==> config.mk <==
export PLATFORM = sky130hd
export DESIGN_NAME = dsm_output_serializer
export DESIGN_NICKNAME = d
export VERILOG_FILES = /design/src/rtl/dsm_output_serializer.sv
export SDC_FILE = /design/constraint.sdc
export NUM_CORES = 1
export LEC_CHECK = 0
export CORE_ASPECT_RATIO = 0.75
export CORE_MARGIN = 2
export CORE_UTILIZATION = 35
export CTS_CLUSTER_DIAMETER = 120
export DETAILED_ROUTE_END_ITERATION = 7
export GPL_TIMING_DRIVEN = 0
export SLEW_MARGIN = 40
export SYNTH_ARGS = -nofsm -noshare
export SYNTH_HDL_FRONTEND = slang
export SYNTH_SLANG_ARGS = --single-unit
==> constraint.sdc <==
create_clock -name i_clk -period 2.25 [get_ports i_clk]
set_input_delay 0.5625 -clock i_clk [delete_from_list [all_inputs] [get_ports i_clk]]
set_output_delay 0.5625 -clock i_clk [all_outputs]
set_load 0.02 [all_outputs]
==> src/rtl/dsm_output_serializer.sv <==
// dsm_output_serializer: frames each 24-bit decimated sample as a strobe pulse
// followed by three timed byte slots (MSB, middle, LSB) on an 8-bit lane.
// A one-deep holding buffer absorbs a sample arriving mid-frame; a sticky
// flag records samples dropped because the buffer was already occupied.
module dsm_output_serializer #(
    parameter int unsigned LEAD_CYCLES   = 24,
    parameter int unsigned STROBE_CYCLES = 8,
    parameter int unsigned BYTE_CYCLES   = 16
) (
    input  logic        i_clk,
    input  logic        i_rst_n,
    input  logic        i_en,
    input  logic        i_in_valid,
    input  logic [23:0] i_in_data,
    output logic [7:0]  o_data_out,
    output logic        o_strobe,
    output logic        o_busy,
    output logic        o_overrun
);

    localparam logic [7:0] LeadLast  = 8'(LEAD_CYCLES - 1);
    localparam logic [7:0] ByteLast  = 8'(BYTE_CYCLES - 1);
    localparam logic [7:0] StrobeLen = 8'(STROBE_CYCLES);

    typedef enum logic [2:0] {
        StIdle,
        StLead,
        StByte2,
        StByte1,
        StByte0
    } state_e;

    state_e      r_state, w_state_nxt;
    logic [7:0]  r_cnt, w_cnt_nxt;
    logic [23:0] r_word, w_word_nxt;
    logic [23:0] r_buf, w_buf_nxt;
    logic        r_buf_full, w_buf_full_nxt;
    logic        r_overrun, w_overrun_nxt;

    logic [7:0]  r_data_out, w_data_nxt;
    logic        r_strobe, w_strobe_nxt;
    logic        r_busy, w_busy_nxt;

    logic        w_accept;
    logic        w_frame_end;

    assign w_accept    = i_in_valid & i_en;
    assign w_frame_end = (r_state == StByte0) && (r_cnt == ByteLast);

    // State register plus shift word, holding buffer and sticky overrun
    always_ff @(posedge i_clk or negedge i_rst_n) begin
        if (!i_rst_n) begin
            r_state    <= StIdle;
            r_cnt      <= 8'd0;
            r_word     <= 24'd0;
            r_buf      <= 24'd0;
            r_buf_full <= 1'b0;
            r_overrun  <= 1'b0;
        end else begin
            r_state    <= w_state_nxt;
            r_cnt      <= w_cnt_nxt;
            r_word     <= w_word_nxt;
            r_buf      <= w_buf_nxt;
            r_buf_full <= w_buf_full_nxt;
            r_overrun  <= w_overrun_nxt;
        end
    end

    // Next-state logic: slot sequencing, buffer fill/drain and drop detection
    always_comb begin
        w_state_nxt    = r_state;
        w_cnt_nxt      = r_cnt + 8'd1;
        w_word_nxt     = r_word;
        w_buf_nxt      = r_buf;
        w_buf_full_nxt = r_buf_full;
        w_overrun_nxt  = r_overrun;

        unique case (r_state)
            StIdle: begin
                w_cnt_nxt = 8'd0;
                if (w_accept) begin
                    w_word_nxt  = i_in_data;
                    w_state_nxt = StLead;
                end
            end
            StLead: begin
                if (r_cnt == LeadLast) begin
                    w_state_nxt = StByte2;
                    w_cnt_nxt   = 8'd0;
                end
            end
            StByte2: begin
                if (r_cnt == ByteLast) begin
                    w_state_nxt = StByte1;
                    w_cnt_nxt   = 8'd0;
                end
            end
            StByte1: begin
                if (r_cnt == ByteLast) begin
                    w_state_nxt = StByte0;
                    w_cnt_nxt   = 8'd0;
                end
            end
            StByte0: begin
                if (w_frame_end) begin
                    w_cnt_nxt = 8'd0;
                    if (r_buf_full) begin
                        // Drain the buffer; a sample arriving now refills it
                        w_word_nxt  = r_buf;
                        w_state_nxt = StLead;
                        if (w_accept) begin
                            w_buf_nxt = i_in_data;
                        end else begin
                            w_buf_full_nxt = 1'b0;
                        end
                    end else if (w_accept) begin
                        // Empty buffer: the new sample goes straight into the next frame
                        w_word_nxt  = i_in_data;
                        w_state_nxt = StLead;
                    end else begin
                        w_state_nxt = StIdle;
                    end
                end
            end
            default: begin
                w_state_nxt = StIdle;
                w_cnt_nxt   = 8'd0;
            end
        endcase

        // Mid-frame arrivals: fill the buffer, or drop and flag when occupied
        if ((r_state != StIdle) && !w_frame_end && w_accept) begin
            if (r_buf_full) begin
                w_overrun_nxt = 1'b1;
            end else begin
                w_buf_nxt      = i_in_data;
                w_buf_full_nxt = 1'b1;
            end
        end
    end

    // Output decode from the next state so the pins are registered
    always_comb begin
        w_data_nxt   = 8'h00;
        w_strobe_nxt = 1'b0;
        w_busy_nxt   = (w_state_nxt != StIdle);
        unique case (w_state_nxt)
            StLead:  w_strobe_nxt = (w_cnt_nxt < StrobeLen);
            StByte2: w_data_nxt   = w_word_nxt[23:16];
            StByte1: w_data_nxt   = w_word_nxt[15:8];
            StByte0: w_data_nxt   = w_word_nxt[7:0];
            default: w_data_nxt   = 8'h00;
        endcase
    end

    // Output register
    always_ff @(posedge i_clk or negedge i_rst_n) begin
        if (!i_rst_n) begin
            r_data_out <= 8'h00;
            r_strobe   <= 1'b0;
            r_busy     <= 1'b0;
        end else begin
            r_data_out <= w_data_nxt;
            r_strobe   <= w_strobe_nxt;
            r_busy     <= w_busy_nxt;
        end
    end

    assign o_data_out = r_data_out;
    assign o_strobe   = r_strobe;
    assign o_busy     = r_busy;
    assign o_overrun  = r_overrun;

endmodule
Word level (Yosys, flattened, before mapping). Cells that the tools add are included.

Eq/ne operators: 10. Add/sub/neg operators: 1. Magnitude comparators: 1. Shift operators: 0. Reductions and logical operators: 9. Div/mod/pow operators: 0. Muxes and demuxes: 30. $mul: 0. Bitwise gates (word level): 1.

Operator list (number): $mux 24 (9); $pmux 24 s2 (1); $pmux 8 s3 (2); $mux 8 (3); $mux 3 (5); $pmux 3 s5 (1); $eq 3x2->1 const B (4); $mux 1 (9); $add 8x1->8 const B (1); $eq 8x4->1 const B (1); $eq 8x5->1 const B (1); $lt 8x4->1 const B (1); $eq 3x1->1 const B (2); $eq 3x3->1 const B (2); $reduce_bool 3->1 (2); $logic_and 1x1->1 (3); $logic_not 3->1 (1); $reduce_and 2->1 (1); $reduce_or 2->1 (1); $and 1x1->1 (1); $logic_not 1->1 (1).

Output and inout bits: 11. Bits of input ports: 28. Bits in latches: 0. Memory bits (writable): 0. Memories: 0. Memory bits (read-only): 0. Register bits: 71. Word-level logic and storage cells: 61.

Depth between registers and ports, before layout.
Depth in word-level cells: 7. Depth in mapped cells: 9. Depth with buffers taken out: 7.

Worst setup path before layout. No wires, ideal clock.

Path kind: input to register. Start: input i_in_valid. End: register r_data_out[4] (netlist: o_data_out[4]). Stages: 7. Setup slack: -78 ps. Data arrival time: 2184 ps. Library setup time: 144 ps. Data required time: 2106 ps. Buffers on the path: 2. Cell sequence: and2_1 > clkbuf_1 > clkbuf_1 > mux2i_1 > o21ai_0 > a222oi_1 > o221ai_1.

Cells in the longest elaborated chain, start to end: 7. Elaborated cells between the ends (all ways): 14. Classes of those cells: 3 x eq/ne; 10 x mux; 1 x bitwise.

RTL lines: start, declared (RTL line 13) `input logic i_in_valid,`; $and 1x1->1 * (RTL line 47) `assign w_accept = i_in_valid & i_en;`; $mux 1 (RTL line 116) `end else if (w_accept) begin`; $mux 1 (RTL line 107) `if (r_buf_full) begin`; $mux 3 (RTL line 105) `if (w_frame_end) begin`; $pmux 3 s5 (RTL line 78) `unique case (r_state)`; $eq 3x3->1 / $eq 3x2->1 (equally long branches) (RTL line 147) `unique case (w_state_nxt)`; $pmux 8 s3 * (RTL line 147); net w_data_nxt[4] (RTL line 40) `logic [7:0] r_data_out, w_data_nxt;`; end signal, assigned (RTL line 163) `r_data_out <= w_data_nxt;`; end, declared (RTL line 40).

Mark *: on every way through the listed nets, which the timed path passes. The rest lies on a longest branch. A chain may end at the register's enable or synchronous reset.

Final worst setup path.
Start: register r_cnt[7]. End: register r_data_out[4] (netlist: o_data_out[4]).

Elaborated cells between the ends (all ways): 14. Classes of those cells: 5 x eq/ne; 8 x mux; 1 x reduce/logical.

RTL lines: start, declared (RTL line 34) `logic [7:0] r_cnt, w_cnt_nxt;`; start signal, assigned (RTL line 61) `r_cnt <= w_cnt_nxt;`; $eq 8x4->1 (RTL line 48) `assign w_frame_end = (r_state == StByte0) && (r_cnt == ByteLast);`; $logic_and 1x1->1 (RTL line 48); $mux 24 (RTL line 105); $pmux 24 s2 (RTL line 78); net w_word_nxt[4] (RTL line 35) `logic [23:0] r_word, w_word_nxt;`; $pmux 8 s3 (RTL line 147); net w_data_nxt[4] (RTL line 40).

The timed path passes the listed nets, and every way through them passes these cells.

==> summary.txt <==
Status - complete, but fails checks
Failing checks - negative setup slack
Min Clock Period, post-route - 2310 ps
Clock sinks - 71
Number of iterations in the first detailed-routing pass - 5
Global-route wire length before repair - 16.2 mm
Vias - 3003
Initial antenna violation count - 0
Final WS setup - -62.7 ps
Die ar. - 0.0108 sq mm
Tcrit/Tclk final - 1.03
Avg Cell Area, Syn - 10.7 sq um
Finish-stage setup viols - 5
Register area share after synthesis - 0.507
Final Skew - 6.56 ps
Yosys warns - 0
CTS Hold Buffers Added - 0
Final Hold Violating Endpoints - 0
Net count, final - 437
Detail Placement HPWL - 6.41 mm
Largest net degree at the start of global routing - 39
Unique masters post-synth - 50
Clock-pin slew on the worst setup and hold paths - 60 ps
Psw - 1.64 mW
GRT Util Overall - 0.192
Critical Path Start Type - flop
Placement Rows - 31
Port bufs - 38
M1 GR Usage - 0.282
Starting Density - 0.362
Seq pwr share - 0.391
Async S/R FF share, synth - 1.00
Post-layout util - 0.499
Diodes inserted - 0
Vias in the first global route - 2963
Die W - 120 um
Unrepaired setup endpoints after global routing - yes
Worst vdd ir - 0.000405 V
# DRC - 0
Post-synth EDFFs - 0
CTS tree - yes
Clock share of power - 0.269
M3 GR Usage - 0.0448
Ports - 39
Fmax - 432 MHz
Worst-margin pin slew - 600 ps
WP data required - 2490 ps
Clk_lat worst skew - 340 ps
Synth-to-Final Area Change - 38.1%
CTS H-tree depth - 3
Met2 Usage GRT - 0.282
Crit path kind - flop to flop
Die H - 90.7 um
Fillers - 884
Vias/cell - 5.51
Gr ovfl total - 0
CP Capture Type - flop
DR WL/cell - 18.3 um
Share of cells above drive strength 1 - 0.332
Dominant synthesized flop cell - dfrtp_1
Max Buffers Root-to-Sink - 2
Mapped cell area - 0.00351 sq mm
Count of state elements after synthesis - 71
Routed WL - 9.96 mm
TritonCTS Buffers - 9
Final slew viol count - 0
Cell Count, Final, Fillers Out - 545
Sw frac - 0.335
Max cap viols - 0
Crit Path Max Fanout - 7
Combinational power share - 0.340
Mapped Cells - 328
Core Area - 0.00970 sq mm
Arr. time, crit path - 2560 ps
Clk Tree Root Cell - clkbuf_16
Internal power - 3.27 mW
Placed insts - 499
Overall power - 4.91 mW
ANT nets after route - 0
Busiest grt layer - met2
Worst min-delay path category - input pin to asynchronous set/reset pin
Initial DRC count - 222
Synthesized Nets - 357
Final Wtd Congestion - 0.813
Reg2reg setup slack - -60 ps
Power density cells - 1010 mW/mm^2
Rel. slew slack - 0.600
LEAKAGE - 2.09 nW
==> cell usage after synthesis, types with 2 or more instances <==
cell type / instances / area (sq um)
a211oi_1: 4 / 30.0
a21oi_1: 6 / 30.0
a221o_1: 11 / 110
a222oi_1: 9 / 90.1
a311oi_1: 2 / 17.5
a31o_2: 3 / 26.3
and2_1: 5 / 31.3
and3_1: 8 / 50.1
buf_2: 7 / 35.0
clkbuf_1: 12 / 45.0
dfrtp_1: 71 / 1780
inv_1: 15 / 56.3
mux2_2: 24 / 270
mux2i_1: 13 / 130
nand2_1: 31 / 116
nand2_2: 3 / 18.8
nand3_1: 9 / 45.0
nand4_1: 2 / 12.5
nand4b_1: 3 / 26.3
nor2_1: 16 / 60.1
nor2b_1: 5 / 31.3
nor3_1: 9 / 45.0
nor4_1: 3 / 18.8
o211ai_1: 2 / 15.0
o21ai_0: 16 / 80.1
o21ai_1: 4 / 20.0
o221a_2: 2 / 22.5
o221ai_1: 4 / 35.0
o22ai_1: 2 / 12.5
o2bb2ai_1: 2 / 17.5
xnor2_1: 5 / 43.8
xor2_1: 2 / 17.5
==> critical path: stages (launching register included) <==
cell,delay (ps)
dfrtp_2,400
or4_4,640
buf_6,170
nor4_4,360
buf_4,200
and2_1,120
a221o_1,150
nand2_1,90
o221ai_2,100
==> kinds of logic (layout without fill, tap and decap cells) <==
family | Yosys count | after routing | synth area share
and+or+nand+nor | 101 | 101 | 0.147
AOI/OAI and AO/OA | 75 | 75 | 0.170
DFF | 71 | 71 | 0.507
muxes | 37 | 37 | 0.114
buffers and inverters | 36 | 121 | 0.0410
xor gates and xnor gates | 7 | 7 | 0.0175
adders and majority gates | 1 | 1 | 0.00357
==> power groups by stage <==
stage               sequential, mW  clock, mW  combinational (mW)
floorplan                     1.88          0               0.904
global placement              1.88          0                1.29
detailed placement            1.90          0                1.33
CTS                           1.90       1.34                1.52
global route                  1.97       1.40                1.82
finish                        1.92       1.32                1.67
==> metal layers <==
metal  up-vias  wire length (um)
met5         -                 0
met4         0               138
met3        17               630
met2       118              4440
met1      1487              4750
li1       1381                 -
==> worst paths after layout <==
kind | cells past startpoint | end | from
hold reg to reg | 1 | r_buf[0] | r_buf[0]
min in group i_clk | 1 | r_buf[0] | r_buf[0]
hold / removal | 1 | o_data_out[3] | i_rst_n
setup / recovery | 8 | o_data_out[4] | r_cnt[7]
max in group asynchronous | 2 | r_word[7] | i_rst_n
setup reg to reg | 8 | o_data_out[4] | r_cnt[7]
==> repair_timing <==
item | 4_1_cts | 5_1_grt
setup buffers | 21 | 14
gates cloned | 1 | 0
pin swaps | 16 | 23
gates resized for setup | 52 | 20
setup endpoints to repair | 60 | 37
==> cell usage in the layout (no fill, tap or decap), types with 5 or more instances in the layout <==
cell type | netlist | layout
buf_4 | 0 | 31
clkbuf_16 | 0 | 9
nor3_1 | 9 | 6
a222oi_1 | 9 | 9
mux2i_1 | 13 | 12
clkinvlp_4 | 0 | 5
nor2_1 | 16 | 15
clkbuf_2 | 0 | 6
and3_1 | 8 | 8
a221o_1 | 11 | 11
mux2_2 | 24 | 24
inv_1 | 15 | 15
buf_6 | 0 | 7
nor2b_1 | 5 | 5
nand2_2 | 3 | 5
nand3_1 | 9 | 7
dfrtp_1 | 71 | 67
nand2_1 | 31 | 28
o21ai_0 | 16 | 13
clkdlybuf4s50_1 | 0 | 35
xnor2_1 | 5 | 5
==> sequential cells by signal (all words and copies together), names as in the netlist <==
register / count
r_buf: 24
r_word: 24
o_data_out: 8
r_cnt: 8
r_state: 3
o_busy: 1
o_overrun: 1
o_strobe: 1
r_buf_full: 1
==> stage by stage <==
stage / instance area, sq um / hold slack, ps / setup slack, ps / TNS (ps)
2_1_floorplan: 3520 / 267 / 13.9 / 0
3_3_place_gp: 4070 / 441 / -1890 / -172540
3_5_place_dp: 4100 / 478 / -993 / -39800
4_1_cts: 4710 / 121 / -28.4 / -46.8
5_1_grt: 4840 / 134 / -108 / -574
6_report: 4840 / 110 / -62.7 / -159
==> cell type report <==
type                       count  area [sq um]  area share
clock inverter                 6          46.3     0.00956
buffer                        14           111      0.0230
inverter                      16          61.3      0.0127
clock buffer                  10           229      0.0473
sequential                    71          1780       0.368
timing repair buffer          75           677       0.140
tap                          132           165      0.0341
multi-input combinational    221          1770       0.365
No activity file was read; power rests on OpenSTA's default activity.
